[config.mk]
export PLATFORM = sky130hd
export DESIGN_NAME = rr_arbiter_4
export DESIGN_NICKNAME = d
export VERILOG_FILES = /design/src/rtl/arb_pkg.sv /design/src/rtl/onehot_enc_4_2.sv /design/src/rtl/rr_arbiter_4.sv
export SDC_FILE = /design/constraint.sdc
export NUM_CORES = 1
export LEC_CHECK = 0
export BUFFER_PORTS_ARGS = -buffer_cell sky130_fd_sc_hd__buf_2
export CELL_PAD_IN_SITES_DETAIL_PLACEMENT = 1
export CELL_PAD_IN_SITES_GLOBAL_PLACEMENT = 2
export CORE_ASPECT_RATIO = 1.25
export CORE_MARGIN = 2
export CORE_UTILIZATION = 31
export DETAILED_ROUTE_END_ITERATION = 6
export GPL_TIMING_DRIVEN = 0
export PLACE_DENSITY = 0.83
export SETUP_SLACK_MARGIN = 0.5
export SYNTH_ARGS = -nofsm -noshare
export SYNTH_HDL_FRONTEND = slang
export SYNTH_HIERARCHICAL = 1
export SYNTH_SLANG_ARGS = --single-unit
[constraint.sdc]
create_clock -name clk -period 3.6 [get_ports clk]
set_input_delay 0.36 -clock clk [delete_from_list [all_inputs] [get_ports clk]]
set_output_delay 0.36 -clock clk [all_outputs]
set_load 0.005 [all_outputs]
[src/rtl/arb_pkg.sv]
// Shared constants, state encoding and helpers for the round-robin arbiter.
// Latency: n/a (declarations only).
// Backpressure: n/a.
package arb_pkg;

    localparam int NUM_REQ = 4;
    localparam int IDX_W   = 2;

    typedef enum logic {
        ST_IDLE = 1'b0,
        ST_BUSY = 1'b1
    } state_t;

    function automatic logic [NUM_REQ-1:0] idx_to_onehot(input logic [IDX_W-1:0] idx);
        return {{(NUM_REQ-1){1'b0}}, 1'b1} << idx;
    endfunction

endpackage

[src/rtl/onehot_enc_4_2.sv]
// One-hot to binary encoder for a 4-bit grant vector; all-zero input encodes to 0.
// Latency: combinational.
// Backpressure: none.
module onehot_enc_4_2
    import arb_pkg::*;
(
    input  logic [NUM_REQ-1:0] onehot,
    output logic [IDX_W-1:0]   idx
);

    assign idx = {onehot[3] | onehot[2], onehot[3] | onehot[1]};

endmodule

[src/rtl/rr_arbiter_4.sv]
// Four-requester round-robin arbiter with grant locking; optional owner timeout via ARB_TIMEOUT_EN.
// Latency: req to gnt one edge; handover on owner release one edge, no idle gap.
// Backpressure: owner keeps the grant while its req is high; other requesters wait for handover.
module rr_arbiter_4
    import arb_pkg::*;
#(
    parameter int HOLD_MAX = 16
) (
    input  logic               clk,
    input  logic               rst,
    input  logic [NUM_REQ-1:0] req,
    output logic [NUM_REQ-1:0] gnt,
    output logic [IDX_W-1:0]   gnt_idx,
    output logic               gnt_valid
);

    if (HOLD_MAX < 2 || HOLD_MAX > 255) begin : g_hold_max_check
        $error("HOLD_MAX must be within 2..255");
    end

    state_t             state_q, state_nxt;
    logic [IDX_W-1:0]   ptr_q, ptr_nxt;
    logic [NUM_REQ-1:0] gnt_q, gnt_nxt;
    logic [IDX_W-1:0]   idx_q, idx_nxt, enc_idx;
    logic               vld_q;

    logic               owner_req, hold_expired, release_grant;
    logic               new_grant, regrant;
    logic [IDX_W-1:0]   scan_base, cand_pos, winner;
    logic [NUM_REQ-1:0] cand;
    logic               win_found;

    assign owner_req     = req[idx_q];
    assign release_grant = (state_q == ST_BUSY) && (!owner_req || hold_expired);

    // In BUSY the scan starts after the owner and excludes it; in IDLE it starts at ptr.
    assign scan_base = (state_q == ST_BUSY) ? idx_q + 2'd1 : ptr_q;
    assign cand      = (state_q == ST_BUSY) ? (req & ~gnt_q) : req;

    always_comb begin
        win_found = 1'b0;
        winner    = '0;
        cand_pos  = '0;
        for (int i = NUM_REQ - 1; i >= 0; i--) begin
            cand_pos = scan_base + IDX_W'(i);
            if (cand[cand_pos]) begin
                win_found = 1'b1;
                winner    = cand_pos;
            end
        end
    end

`ifdef ARB_TIMEOUT_EN
    localparam logic [7:0] HOLD_LAST = 8'(HOLD_MAX - 1);
    logic [7:0] hold_cnt_q;

    // Expires during the HOLD_MAX-th cycle of ownership.
    assign hold_expired = (state_q == ST_BUSY) && (hold_cnt_q == HOLD_LAST);

    always_ff @(posedge clk) begin
        if (rst) begin
            hold_cnt_q <= '0;
        end else if (new_grant || regrant || state_nxt == ST_IDLE) begin
            hold_cnt_q <= '0;
        end else if (state_q == ST_BUSY) begin
            hold_cnt_q <= hold_cnt_q + 8'd1;
        end
    end
`else
    assign hold_expired = 1'b0;
`endif

    always_ff @(posedge clk) begin
        if (rst) begin
            state_q <= ST_IDLE;
            ptr_q   <= '0;
            gnt_q   <= '0;
            idx_q   <= '0;
            vld_q   <= 1'b0;
        end else begin
            state_q <= state_nxt;
            ptr_q   <= ptr_nxt;
            gnt_q   <= gnt_nxt;
            idx_q   <= idx_nxt;
            vld_q   <= |gnt_nxt;
        end
    end

    always_comb begin
        state_nxt = state_q;
        new_grant = 1'b0;
        regrant   = 1'b0;
        if (state_q == ST_IDLE) begin
            if (win_found) begin
                state_nxt = ST_BUSY;
                new_grant = 1'b1;
            end
        end else if (release_grant) begin
            if (win_found) begin
                new_grant = 1'b1;
            end else if (owner_req) begin
                // Timed out with nobody else waiting: the owner keeps going.
                regrant = 1'b1;
            end else begin
                state_nxt = ST_IDLE;
            end
        end
    end

    always_comb begin
        gnt_nxt = gnt_q;
        ptr_nxt = ptr_q;
        if (new_grant) begin
            gnt_nxt = idx_to_onehot(winner);
            ptr_nxt = winner + 2'd1;
        end else if (regrant) begin
            ptr_nxt = idx_q + 2'd1;
        end else if (state_nxt == ST_IDLE) begin
            gnt_nxt = '0;
        end
    end

    onehot_enc_4_2 u_enc (
        .onehot (gnt_nxt),
        .idx    (enc_idx)
    );

    assign idx_nxt   = (|gnt_nxt) ? enc_idx : idx_q;

    assign gnt       = gnt_q;
    assign gnt_idx   = idx_q;
    assign gnt_valid = vld_q;

endmodule

-- After elaboration in Yosys (flattened, before gate mapping)
Cells that the tools add are included.
- flip-flop bits (word level): 10
- output and inout port bits: 7
- logic and storage cells: 59
- $add $sub $neg: 5
- $lt $le $gt $ge: 5
- shift-type cells: 1
- mux-type cells: 35
- bitwise operators: 4
- reductions and logical operators: 4
- operator list (kind ; count):
    1-bit two-way mux ; 19
    4-bit two-way mux ; 4
    2-bit by 3-bit less-than comparator with 1-bit output (second input constant) ; 5
    2-bit two-way mux ; 7
    1-bit binary-select mux with 2-bit select ; 5
    2-bit by 1-bit adder with 2-bit output (second input constant) ; 3
    2-bit adder (second input constant) ; 2
    4-bit bitwise AND ; 1
    4-bit NOT ; 1
    4-bit OR reduction ; 1
    1-bit by 2-bit left shift with 4-bit output (first input constant) ; 1
    1-bit OR ; 2
    2-bit nonzero test ; 1
    1-bit logical AND ; 1
    1-bit logical NOT ; 1

-- Depth between registers and ports, before layout
- word-level depth: 16
- gate-level depth with buffers: 11
- gate-level depth less buffers: 10

-- By module
Netlist, hierarchy kept.
- modules (own cells, without submodules) (module ; instances ; cells an instance ; area an instance (um2)):
    rr_arbiter_4 ; 1 ; 79 ; 693.2
    onehot_enc_4_2 ; 1 ; 2 ; 12.5

-- Worst setup path before layout
OpenSTA, ideal clock, no wires.
- path type: reg2reg
- from: reg state_q
- to: reg vld_q, in the netlist gnt_valid
- library setup time: 0.127 ns
- data arrival time: 2.466 ns
- path slack: 1.007 ns
- cell stages (with the launch flop): 12
- buffers on the path: 1
- period minus slack after synthesis: 2.593 ns
- cell sequence: dfxtp_1 -> buf_2 -> nor2_1 -> o211ai_1 -> mux2i_1 -> a311oi_1 -> inv_1 -> ha_1 -> or4_1 -> o21ai_0 -> o21ai_2 -> nor2b_1
- word-level cells in the longest chain between the ends: 15
- ends and longest elaborated chain (item ; RTL line ; source):
    start: declaration ; rr_arbiter_4.sv:21 ; state_t state_q, state_nxt;
    start signal: assignment ; rr_arbiter_4.sv:81 ; state_q <= state_nxt;
    2-bit two-way mux ; rr_arbiter_4.sv:37 ; assign scan_base = (state_q == ST_BUSY) ? idx_q + 2'd1 : ptr_q;
    2-bit adder ; rr_arbiter_4.sv:45 ; cand_pos = scan_base + IDX_W'(i);
    1-bit binary-select mux with 2-bit select ; rr_arbiter_4.sv:46 ; if (cand[cand_pos]) begin
    1-bit two-way mux (implied by the code) ; rr_arbiter_4.sv:46 ;
    1-bit two-way mux (4 in a row) ; rr_arbiter_4.sv:46 ;
    1-bit two-way mux ; rr_arbiter_4.sv:99 ; if (win_found) begin
    1-bit two-way mux ; rr_arbiter_4.sv:98 ; end else if (release_grant) begin
    1-bit two-way mux ; rr_arbiter_4.sv:93 ; if (state_q == ST_IDLE) begin
    4-bit two-way mux ; rr_arbiter_4.sv:118 ; end else if (state_nxt == ST_IDLE) begin
    4-bit two-way mux ; rr_arbiter_4.sv:116 ; end else if (regrant) begin
    4-bit two-way mux * ; rr_arbiter_4.sv:113 ; if (new_grant) begin
    4-bit OR reduction * ; rr_arbiter_4.sv:85 ; vld_q <= |gnt_nxt;
    end signal: assignment ; rr_arbiter_4.sv:85 ;
    end: declaration ; rr_arbiter_4.sv:25 ; logic vld_q;
Mark *: on every way between the ends. The rest lies on a longest branch, timed or not. The select of a mux whose other input is x is not followed.
A chain may end at the register's enable or synchronous reset.

-- Final worst setup path
Ends and elaborated chain as after synthesis.

==> implementation parameters <==
Parameter                              Value

Floorplan
  I/O pin cnt ... 13
  Floorplan die height ... 57.35 um
  Core Region ... 2187 um^2
  Die area ... 2677 um^2
  Starting density of the core ... 32.27%
  Die boundary width ... 46.68 um
  Total number of placement rows ... 19

Place
  # port buffers ... 12
  Post-place instance area ... 804.5 um^2
  Weighted congestion at the end of routability-driven global placement ... 0.7419
  Half-perimeter wire length after detailed placement ... 1415 um

Synthesis
  Number of enable flip-flop cells after synthesis ... 0
  Fraction of the yosys area taken by sequential cells ... 28.37%
  Library cell with the largest summed area after synthesis ... dfxtp_1
  Synth Warn # ... 6
  FFs w/ async S/R, synth ... 0%
  Share of Yosys cell area claimed by the top area cell type ... 28.37%
  Synth top area cells ... dfxtp_1 (28%), ha_1 (7.1%), nand2b_1 (7.1%), mux2i_1 (5.7%), a22o_1 (5.0%)
  Most common cell in the synthesized netlist ... dfxtp_1
  Cell types with the highest counts after synthesis ... dfxtp_1 (10), nand2b_1 (8), a21oi_1 (6), nor2_1 (6), nor2b_1 (5)
  Summed instance area of the synthesized netlist ... 705.7 um^2
  Cell variety after synth ... 33
  Post-Synthesis Cells ... 81
  Synthesized area divided by synthesized cell count ... 8.712 um^2
  Post-synthesis sequential element count ... 10
  Post-Synthesis Net Count ... 91
  Most instantiated flip-flop cell in the synthesis netlist ... dfxtp_1

Clock tree
  Clock root cell ... clkbuf_4
  Setup Buffers After CTS ... 0
  Clock transition at the registers of the reported paths ... 0.07 ns
  Largest buffer count on any clock path ... 2
  Number of buffers created by CTS ... 3
  CTS H-tree lvls ... 1
  TritonCTS Sinks ... 10
  Clock latency at the later pin of the worst-skew pair ... 0.27 ns
  CTS tree ... yes

Routing
  Vias ... 677
  Wirelength per Cell ... 13.87 um
  Vias per cell ... 5.289
  Post-DRT Antenna Nets ... 0
  Detailed Routing Iterations Pass 1 ... 3
  Routed wire length ... 1775 um
  Final routed DRC violation total ... 0
  Iter 0 DRT Violations ... 7

Run
  Number of maximum-capacitance constraint violations ... 0

Worst setup path
  Type of the worst setup path ... reg -> reg
  Top fanout value on the critical path ... 10
  Number of cells traversed by the worst register-to-register path ... 11
  Register-to-register path setup slack ... 0.79 ns
  Nature of the critical path endpoint ... flop
  Required @ worst endpoint ... 3.76 ns
  Arrival time worst endpoint ... 2.97 ns
  Start point of the critical path ... state_q
  Reg-to-reg endpoint ... gnt_valid
  Worst Setup Start Kind ... flop
  R2r startpoint ... state_q

Global routing
  Total congestion overflow ... 0
  Total track usage ... 15.91%
  Largest net degree at the start of global routing ... 11
  Antenna violations before repair ... 0
  Global-route wire length before repair ... 2994 um
  Number of global-route vias before repair ... 680

Min path
  Worst hold stages ... 3
  Worst min-delay path endpoint ... gnt_idx[1]
  Worst min-delay path category ... in -> reg
  Start point of the worst hold path ... rst

Power and ir drop
  Peak supply drop ... 0.0002555 V
  Leakage power total ... 0.3694 nW
  Power density over the cells ... 745.0 nW/um^2

Layout
  Area growth, synth to finish ... 20.04%
  Final nets ... 108
  Diode count ... 0
  Fraction of final layout cells sized beyond drive strength 1 ... 23.71%
  Post-route cell area ... 847.1 um^2

STA
  Setup clock skew after layout ... 0.006384 ns
  Period Utilization, post-route ... 78.18%
  Aggregate negative setup slack ... 0 ns
  Unrepaired setup endpoints after global routing ... false
  Rel. slew slack ... 69.01%
  Final critical path time including I/O delays and setup ... 2.815 ns
  Count of final max-slew check failures ... 0
  Setup violations, final ... 0
  Final Hold Vio Count ... 0
  Slew of the pin with the lowest slew margin ... 0.4591 ns
  Max Clk Rate ... 355.3 MHz

Status
  Outcome ... completed
[cells in the final DEF (no fill, tap or decap), types with 2 or more instances in the layout]
master,count
a21oi_1,6
a22o_1,4
and2_1,3
buf_2,13
clkbuf_4,3
dfxtp_1,10
ha_1,4
inv_1,3
mux2i_1,4
nand2_1,4
nand2b_1,8
nor2_1,6
nor2b_1,5
o211ai_1,2
or2_1,2
[critical path, cell delays in order, from the launching register on]
cell      delay [ns]
dfxtp_1         0.38
buf_2           0.24
nor2_1          0.09
o211ai_1        0.22
mux2i_1         0.14
a311oi_2        0.37
inv_1           0.12
ha_1            0.23
or4_1           0.53
o21ai_0         0.12
o21ai_2         0.11
nor2b_1         0.15
[stage by stage]
stage	total power [mW]	hold slack (ns)	utilization [%]	std cells	setup slack [ns]
after floorplan	0.4323	0.4785	-	81	1.007
after global placement	0.5199	0.4956	36.78	124	0.6222
after detailed placement	0.5279	0.5085	36.78	124	0.5814
after CTS	0.6353	0.3745	38.44	128	0.5446
after global routing	0.6922	0.3832	38.73	128	0.5370
final	0.6311	0.3791	38.73	128	0.7855
[registers in the layout, summed over array words and instances, names as in the netlist]
register	flops
gnt	4
gnt_idx	2
ptr_q	2
gnt_valid	1
state_q	1
[how the worst max path moves through the flow]
stage,to,depth (start not counted)
after CTS,gnt_valid,11
after detailed placement,gnt_valid,11
after global placement,gnt_valid,11
after global routing,gnt_valid,11
final,gnt_valid,11
after floorplan,gnt_valid,11
[logic make-up (layout without fill, tap and decap cells)]
group	Yosys count	count (layout)	share of synthesized area, %
xor gates and xnor gates	1	1	1.241
AOI/OAI and AO/OA	23	23	24.82
DFF	10	10	28.37
buffers and inverters	6	22	4.431
adders and majority gates	4	4	7.092
muxes	5	5	8.865
and+or+nand+nor	32	32	25.18
[per-layer routing]
metal  vias up  track usage, %  wire (um)
met5         -               0          0
met4         0           11.90         71
met3         7           1.266         39
met2        14           26.19        913
met1       328           18.20        751
li1        328               -          -
[area by class of cell]
type | instances | area [um^2]
tap | 31 | 38.79
timing repair buffer | 12 | 60.06
buffer | 3 | 20.02
sequential | 10 | 200.2
clock buffer | 4 | 36.28
fill | 285 | 1340
multi-input combinational | 65 | 480.5
inverter | 3 | 11.26
[timing repair]
action                     CTS  global route
hold buffers                 0             0
setup endpoints to repair    0             3
resized for setup            0             1
hold endpoints to repair     0             0
[power breakdown]
part	switching (mW)	internal [mW]	leakage (nW)
Combinational	0.168	0.167	0.266
Sequential	0.0430	0.150	0.0826
Clock	0.0413	0.0615	0.0210
(Power assumes the default switching activity.)
